--- config.mk ---
export PLATFORM = sky130hd
export DESIGN_NAME = water_level_ctrl
export DESIGN_NICKNAME = d
export VERILOG_FILES = /design/src/rtl/water_level_pkg.sv /design/src/rtl/level_debounce.sv /design/src/rtl/water_level_ctrl.sv
export SDC_FILE = /design/constraint.sdc
export NUM_CORES = 1
export LEC_CHECK = 0
export BUFFER_PORTS_ARGS = -buffer_cell sky130_fd_sc_hd__buf_2
export CORE_MARGIN = 8
export CORE_UTILIZATION = 30
export DETAILED_ROUTE_END_ITERATION = 7
export PLACE_DENSITY_LB_ADDON = 0.05
export REMOVE_ABC_BUFFERS = 1
export SLEW_MARGIN = 10
export SYNTH_ARGS = -nofsm -noshare
export SYNTH_HDL_FRONTEND = slang
export SYNTH_SLANG_ARGS = --single-unit
--- constraint.sdc ---
create_clock -name clk -period 3.5 [get_ports clk]
set_input_delay 0.7 -clock clk [delete_from_list [all_inputs] [get_ports clk]]
set_output_delay 0.7 -clock clk [all_outputs]
set_load 0.01 [all_outputs]
--- src/rtl/water_level_pkg.sv ---
// Shared types and width helpers for the tank pump controller.
package water_level_pkg;

  typedef enum logic [1:0] {
    StOff   = 2'd0,
    StRun   = 2'd1,
    StFault = 2'd2
  } state_t;

  typedef enum logic [1:0] {
    FaultNone    = 2'd0,
    FaultSensor  = 2'd1,
    FaultTimeout = 2'd2
  } fault_t;

  localparam int unsigned StateW = 2;
  localparam int unsigned FaultW = 2;

  // Counter width for a modulus n, never narrower than one bit.
  function automatic int unsigned cnt_w(input int unsigned n);
    return (n <= 1) ? 1 : $clog2(n);
  endfunction

endpackage

--- src/rtl/level_debounce.sv ---
// One level sensor: 2-flop synchroniser followed by a consecutive-sample debouncer.
module level_debounce
  import water_level_pkg::*;
#(
  parameter int unsigned DEB_CYC = 4
) (
  input  logic clk,
  input  logic rst,
  input  logic raw,
  output logic deb
);

  localparam int unsigned CW = cnt_w(DEB_CYC);
  localparam logic [CW-1:0] CntLast = CW'(DEB_CYC - 1);

  logic          sync1_q, sync2_q;
  logic          deb_q, deb_d;
  logic [CW-1:0] cnt_q, cnt_d;

  always_ff @(posedge clk or negedge rst) begin
    if (!rst) begin
      sync1_q <= 1'b0;
      sync2_q <= 1'b0;
    end else begin
      sync1_q <= raw;
      sync2_q <= sync1_q;
    end
  end

  // Any cycle where the synchronised bit agrees with the output restarts the window.
  always_comb begin
    deb_d = deb_q;
    cnt_d = '0;
    if (sync2_q != deb_q) begin
      if (cnt_q == CntLast) begin
        deb_d = sync2_q;
      end else begin
        cnt_d = cnt_q + CW'(1);
      end
    end
  end

  always_ff @(posedge clk or negedge rst) begin
    if (!rst) begin
      deb_q <= 1'b0;
      cnt_q <= '0;
    end else begin
      deb_q <= deb_d;
      cnt_q <= cnt_d;
    end
  end

  assign deb = deb_q;

endmodule

--- src/rtl/water_level_ctrl.sv ---
// Tank pump controller: debounced sensor column, thermometer decode, hysteresis FSM with
// minimum on/off times, sensor-fault and dry-run-timeout latching.
module water_level_ctrl
  import water_level_pkg::*;
#(
  parameter int unsigned N_SENS  = 4,
  parameter int unsigned LO_TH   = 1,
  parameter int unsigned HI_TH   = 3,
  parameter int unsigned DEB_CYC = 4,
  parameter int unsigned MIN_RUN = 8,
  parameter int unsigned MIN_OFF = 8,
  parameter int unsigned MAX_RUN = 1024
) (
  input  logic                          clk,
  input  logic                          rst,
  input  logic                          en,
  input  logic [N_SENS-1:0]             lvl,
  input  logic                          fault_clr,
  output logic                          pump,
  output logic [$clog2(N_SENS+1)-1:0]   level,
  output logic                          fault,
  output logic [FaultW-1:0]             fault_code,
  output logic [StateW-1:0]             state
);

  localparam int unsigned LW = $clog2(N_SENS + 1);
  localparam int unsigned RW = cnt_w(MAX_RUN);
  localparam int unsigned OW = cnt_w(MIN_OFF);

  localparam logic [LW-1:0] LoLevel = LW'(LO_TH);
  localparam logic [LW-1:0] HiLevel = LW'(HI_TH);
  localparam logic [RW-1:0] RunLast = RW'(MAX_RUN - 1);
  localparam logic [RW-1:0] RunMin  = RW'(MIN_RUN - 1);
  localparam logic [OW-1:0] OffLast = OW'(MIN_OFF - 1);

  logic [N_SENS-1:0] deb_vec;
  logic              code_valid;
  logic [LW-1:0]     pop_cnt;
  logic [LW-1:0]     level_cur;
  logic [LW-1:0]     level_q;

  state_t        state_q, state_d;
  fault_t        fault_code_q, fault_code_d;
  logic          pump_q, pump_d;
  logic [RW-1:0] run_cnt_q, run_cnt_d;
  logic [OW-1:0] off_cnt_q, off_cnt_d;

  for (genvar g = 0; g < N_SENS; g++) begin : g_sens
    level_debounce #(
      .DEB_CYC (DEB_CYC)
    ) u_deb (
      .clk (clk),
      .rst (rst),
      .raw (lvl[g]),
      .deb (deb_vec[g])
    );
  end

  // A set bit above a clear bit cannot happen in a real tank.
  always_comb begin
    code_valid = 1'b1;
    pop_cnt    = '0;
    for (int i = 0; i < N_SENS; i++) begin
      pop_cnt = pop_cnt + LW'(deb_vec[i]);
      if (i > 0 && deb_vec[i] && !deb_vec[i-1]) begin
        code_valid = 1'b0;
      end
    end
    level_cur = code_valid ? pop_cnt : level_q;
  end

  always_comb begin
    state_d      = state_q;
    fault_code_d = fault_code_q;
    run_cnt_d    = run_cnt_q;
    off_cnt_d    = off_cnt_q;

    unique case (state_q)
      StOff: begin
        if (!code_valid) begin
          state_d      = StFault;
          fault_code_d = FaultSensor;
        end else if (en && level_cur <= LoLevel && off_cnt_q >= OffLast) begin
          state_d   = StRun;
          run_cnt_d = '0;
        end else if (off_cnt_q != OffLast) begin
          off_cnt_d = off_cnt_q + OW'(1);
        end
      end
      StRun: begin
        if (!code_valid) begin
          state_d      = StFault;
          fault_code_d = FaultSensor;
        end else if (run_cnt_q == RunLast) begin
          state_d      = StFault;
          fault_code_d = FaultTimeout;
        end else if (!en) begin
          state_d   = StOff;
          off_cnt_d = '0;
        end else if (level_cur >= HiLevel && run_cnt_q >= RunMin) begin
          state_d   = StOff;
          off_cnt_d = '0;
        end else begin
          run_cnt_d = run_cnt_q + RW'(1);
        end
      end
      StFault: begin
        if (fault_clr && code_valid) begin
          state_d      = StOff;
          fault_code_d = FaultNone;
          off_cnt_d    = '0;
        end
      end
      default: begin
        state_d      = StFault;
        fault_code_d = FaultSensor;
      end
    endcase

    pump_d = (state_d == StRun);
  end

  always_ff @(posedge clk or negedge rst) begin
    if (!rst) begin
      state_q      <= StOff;
      fault_code_q <= FaultNone;
      pump_q       <= 1'b0;
      run_cnt_q    <= '0;
      off_cnt_q    <= '0;
      level_q      <= '0;
    end else begin
      state_q      <= state_d;
      fault_code_q <= fault_code_d;
      pump_q       <= pump_d;
      run_cnt_q    <= run_cnt_d;
      off_cnt_q    <= off_cnt_d;
      level_q      <= level_cur;
    end
  end

  assign pump       = pump_q;
  assign level      = level_cur;
  assign fault      = (state_q == StFault);
  assign fault_code = fault_code_q;
  assign state      = state_q;

endmodule

==> results.md <==
* CTS Buf Count at 5
* Total wire length at 4.23 mm
* Worst-Margin Slew at 0.906 ns
* Worst-path clk slew at 0.09 ns
* Share of power burned in registers at 34.0%
* Yosys warnings at 0
* Netlist Area Pre-Place at between 2000 and 2500 µm²
* Crit path launch type: flop
* Layout Area Growth over Synthesis at 14.7%
* Final Util at 35.0%
* Share of synthesized registers carrying an async set or reset at 100%
* Flop2flop setup slack at 0.20 ns
* Initial core utilization at between 30% and 40%
* Hold Path Class: flop to flop
* Post-DP HPWL at 3.16 mm
* Iter 0 DRT Violations at about 80
* # placed instances at 285
* Dpl cell area at 2230 µm²
* Worst setup margin at 0.199 ns
* RR Startpoint: g_sens[1].u_deb.deb$_DFFE_PN0P_
* Total Nets Final at 234
* Yosys reg bits at 41
* EDFF count, synth at 0
* Critical Path Sink Type: flop
* Die height at 98.7 µm
* Achievable Freq at between 300 and 400 MHz
* DR pass1 iterations at 4
* Clock latency on the worst-skew pair at 0.30 ns
* Critical Path Sink: off_cnt_q[2]$_DFFE_PN0P_
* Minimum clock period at 3.30 ns
* Setup TNS at 0 ns
* Largest cells by area after synthesis: dfrtp_1, ha_1, nand2_1
* Sw frac at approximately 40%
* Synthesized area per cell at 10.7 µm²
* Top-Level Pins at 17
* Number of global-route vias before repair at roughly 1,600
* Post-CTS setup buffer count at 0
* LEAKAGE at 1.10 nW
* Antenna viol nets, final at 0
* Total track usage at 9.68%
* Core Area at about 6700 µm²
* Share of total power in the clock network at a little under 20%
* Via Count at 1,499
* First-pass GRT wire length at ~7.7 mm
* Hold_buf cts at 0
* Max_cap viols at 0
* Design area at 2350 µm²
* Share of the synthesized area in the top cell type at 50.1%
* Status: finished, final reports clean
* Avg Vias per Cell at 5.12
* Most common cell after layout, fill and taps aside: dfrtp_1
* Leading area contributor after synthesis: dfrtp_1
* Max VDD drop at 0.321 mV
* Gate power share at between 40% and 50%
* Largest net degree at the start of global routing at 42
* Commonest cells after routing, fill and taps aside: dfrtp_1, buf_2, nand2_1
* GRT overflow at 0
* Setup Skew at 0.00960 ns
* Final Hold Viols at 0
* PwrDens at 850 nW/µm²
* Cell internal pwr at 0.00120 W
* RSZ-0062 raised after global routing: false
* CTS Buffer Depth at 2
* Fin. max-slew vios at 0
* Final period util at 94.3%
* CP max FO at 7
* Die area at 9730 µm²
* Root Driver: clkbuf_8
* H-tree depth at 2
* Final Non-Filler Cells at 293
* Cells after Synth at 191
* Critical path arrival at 3.48 ns
* Sw Pwr at 0.000797 W
* Ratio of cells with drive above 1 in the final layout at 16.0%
* Gpl congestion at between 0.7 and 0.8
* Critical path type: flop to flop
* Worst setup path startpoint: g_sens[1].u_deb.deb$_DFFE_PN0P_
* DRC Markers at 0
* Final setup fails at 0
* PortBufs at 16
* Seq/Total Area, Yosys at between 50% and 60%
* Top FF cell, synth: dfrtp_1
* Yosys cell types at 44
* R2R depth at 9
* Cell Rows at 30
* Max_slew headroom at 39.6%
* Clock Sinks at 41
* Critical Path RT at 3.68 ns
* Die W at just under 100 µm
* CTS resizes at 0
* Clock tree from TritonCTS: yes
* Place WS at around 0.15 ns
* Wire per inst at between 10 and 15 µm
* Antenna fix cells at 0
* Initial antenna violation count at 0
* R2R Path End: off_cnt_q[2]$_DFFE_PN0P_
## cell families after synthesis
group           count (synthesis)  synth area share [%]
simple gates                   67                  17.0
compound gates                 45                  15.5
flops                          41                  50.1
fa+ha+maj                      14                  8.91
buf+inv                        11                  2.01
mux                             8                  4.33
xor+xnor                        5                  2.14
## worst max-delay path: stages, from the launching register on
cell and delay, ns:
dfrtp_1 0.47, fa_1 0.49, ha_1 0.19, ha_1 0.33, nand2_1 0.05, or4_1 0.42, o211a_2 0.16, a311o_1 0.41
a211oi_4 0.30, mux2_1 0.36
## cell type report
class	instances	area, µm²
sequential	41	1030
fill	694	4370
multi-input combinational	139	990
clock buffer	5	68.8
timing repair buffer	18	95.1
clock inverter	3	43.8
inverter	7	26.3
tap	80	100
## flip-flops by register name (all words and copies together), names as in the netlist
signal and count:
run_cnt_q 10, g_sens.u_deb.cnt_q 8, fault_code 2, g_sens.u_deb.deb 4, g_sens.u_deb.sync2_q 4, g_sens.u_deb.sync1_q 4
level_q 3, state 2, pump 1, off_cnt_q 3
## worst min path at each step
stage                                            startpoint                                 to  slack (ns)  cells after the start
after detailed placement  g_sens[1].u_deb.sync1_q$_DFF_PN0_  g_sens[1].u_deb.sync2_q$_DFF_PN0_        0.33                      0
final                     g_sens[1].u_deb.sync1_q$_DFF_PN0_  g_sens[1].u_deb.sync2_q$_DFF_PN0_        0.35                      0
after CTS                 g_sens[1].u_deb.sync1_q$_DFF_PN0_  g_sens[1].u_deb.sync2_q$_DFF_PN0_        0.36                      0
after global routing      g_sens[1].u_deb.sync1_q$_DFF_PN0_  g_sens[1].u_deb.sync2_q$_DFF_PN0_        0.37                      0
after global placement    g_sens[1].u_deb.sync1_q$_DFF_PN0_  g_sens[1].u_deb.sync2_q$_DFF_PN0_        0.34                      0
after floorplan           g_sens[0].u_deb.sync1_q$_DFF_PN0_  g_sens[0].u_deb.sync2_q$_DFF_PN0_        0.33                      0
## power groups by stage
stage	clock network [W]	logic, W	registers [W]
after floorplan	0	0.000650	0.000674
after global placement	0	0.000915	0.000683
after detailed placement	0	0.000928	0.000693
after CTS	0.000405	0.000933	0.000682
after global routing	0.000424	0.00107	0.000698
final	0.000391	0.000926	0.000679
## routing by layer
layer  GRT usage [%]  vias to the layer above  wire length (µm)
met3            2.96                        5               187
met4            3.19                        0                53
li1                -                      736                 -
met2            16.4                       23              2020
met5               0                        -                 0
met1            11.3                      735              1970
## cells in the mapped netlist, types with 4 or more instances
library cell / count
dfrtp_1: 41
nand2_1: 15
ha_1: 13
a21oi_1: 10
nor2_1: 9
nor2b_1: 9
inv_1: 7
nor3_1: 7
nand3_1: 6
o21ai_0: 5
o31ai_1: 5
a21o_1: 4
mux2_2: 4
nand2b_1: 4
xnor2_1: 4
## stage by stage
| step | power (W) | hold slack, ns |
|---|---|---|
| after CTS | 0.00202 | 0.355 |
| final | 0.00200 | 0.354 |
| after global routing | 0.00219 | 0.371 |
| after detailed placement | 0.00162 | 0.335 |
| after global placement | 0.00160 | 0.335 |
| after floorplan | 0.00132 | 0.331 |
No activity file was read; power rests on OpenSTA's default activity.
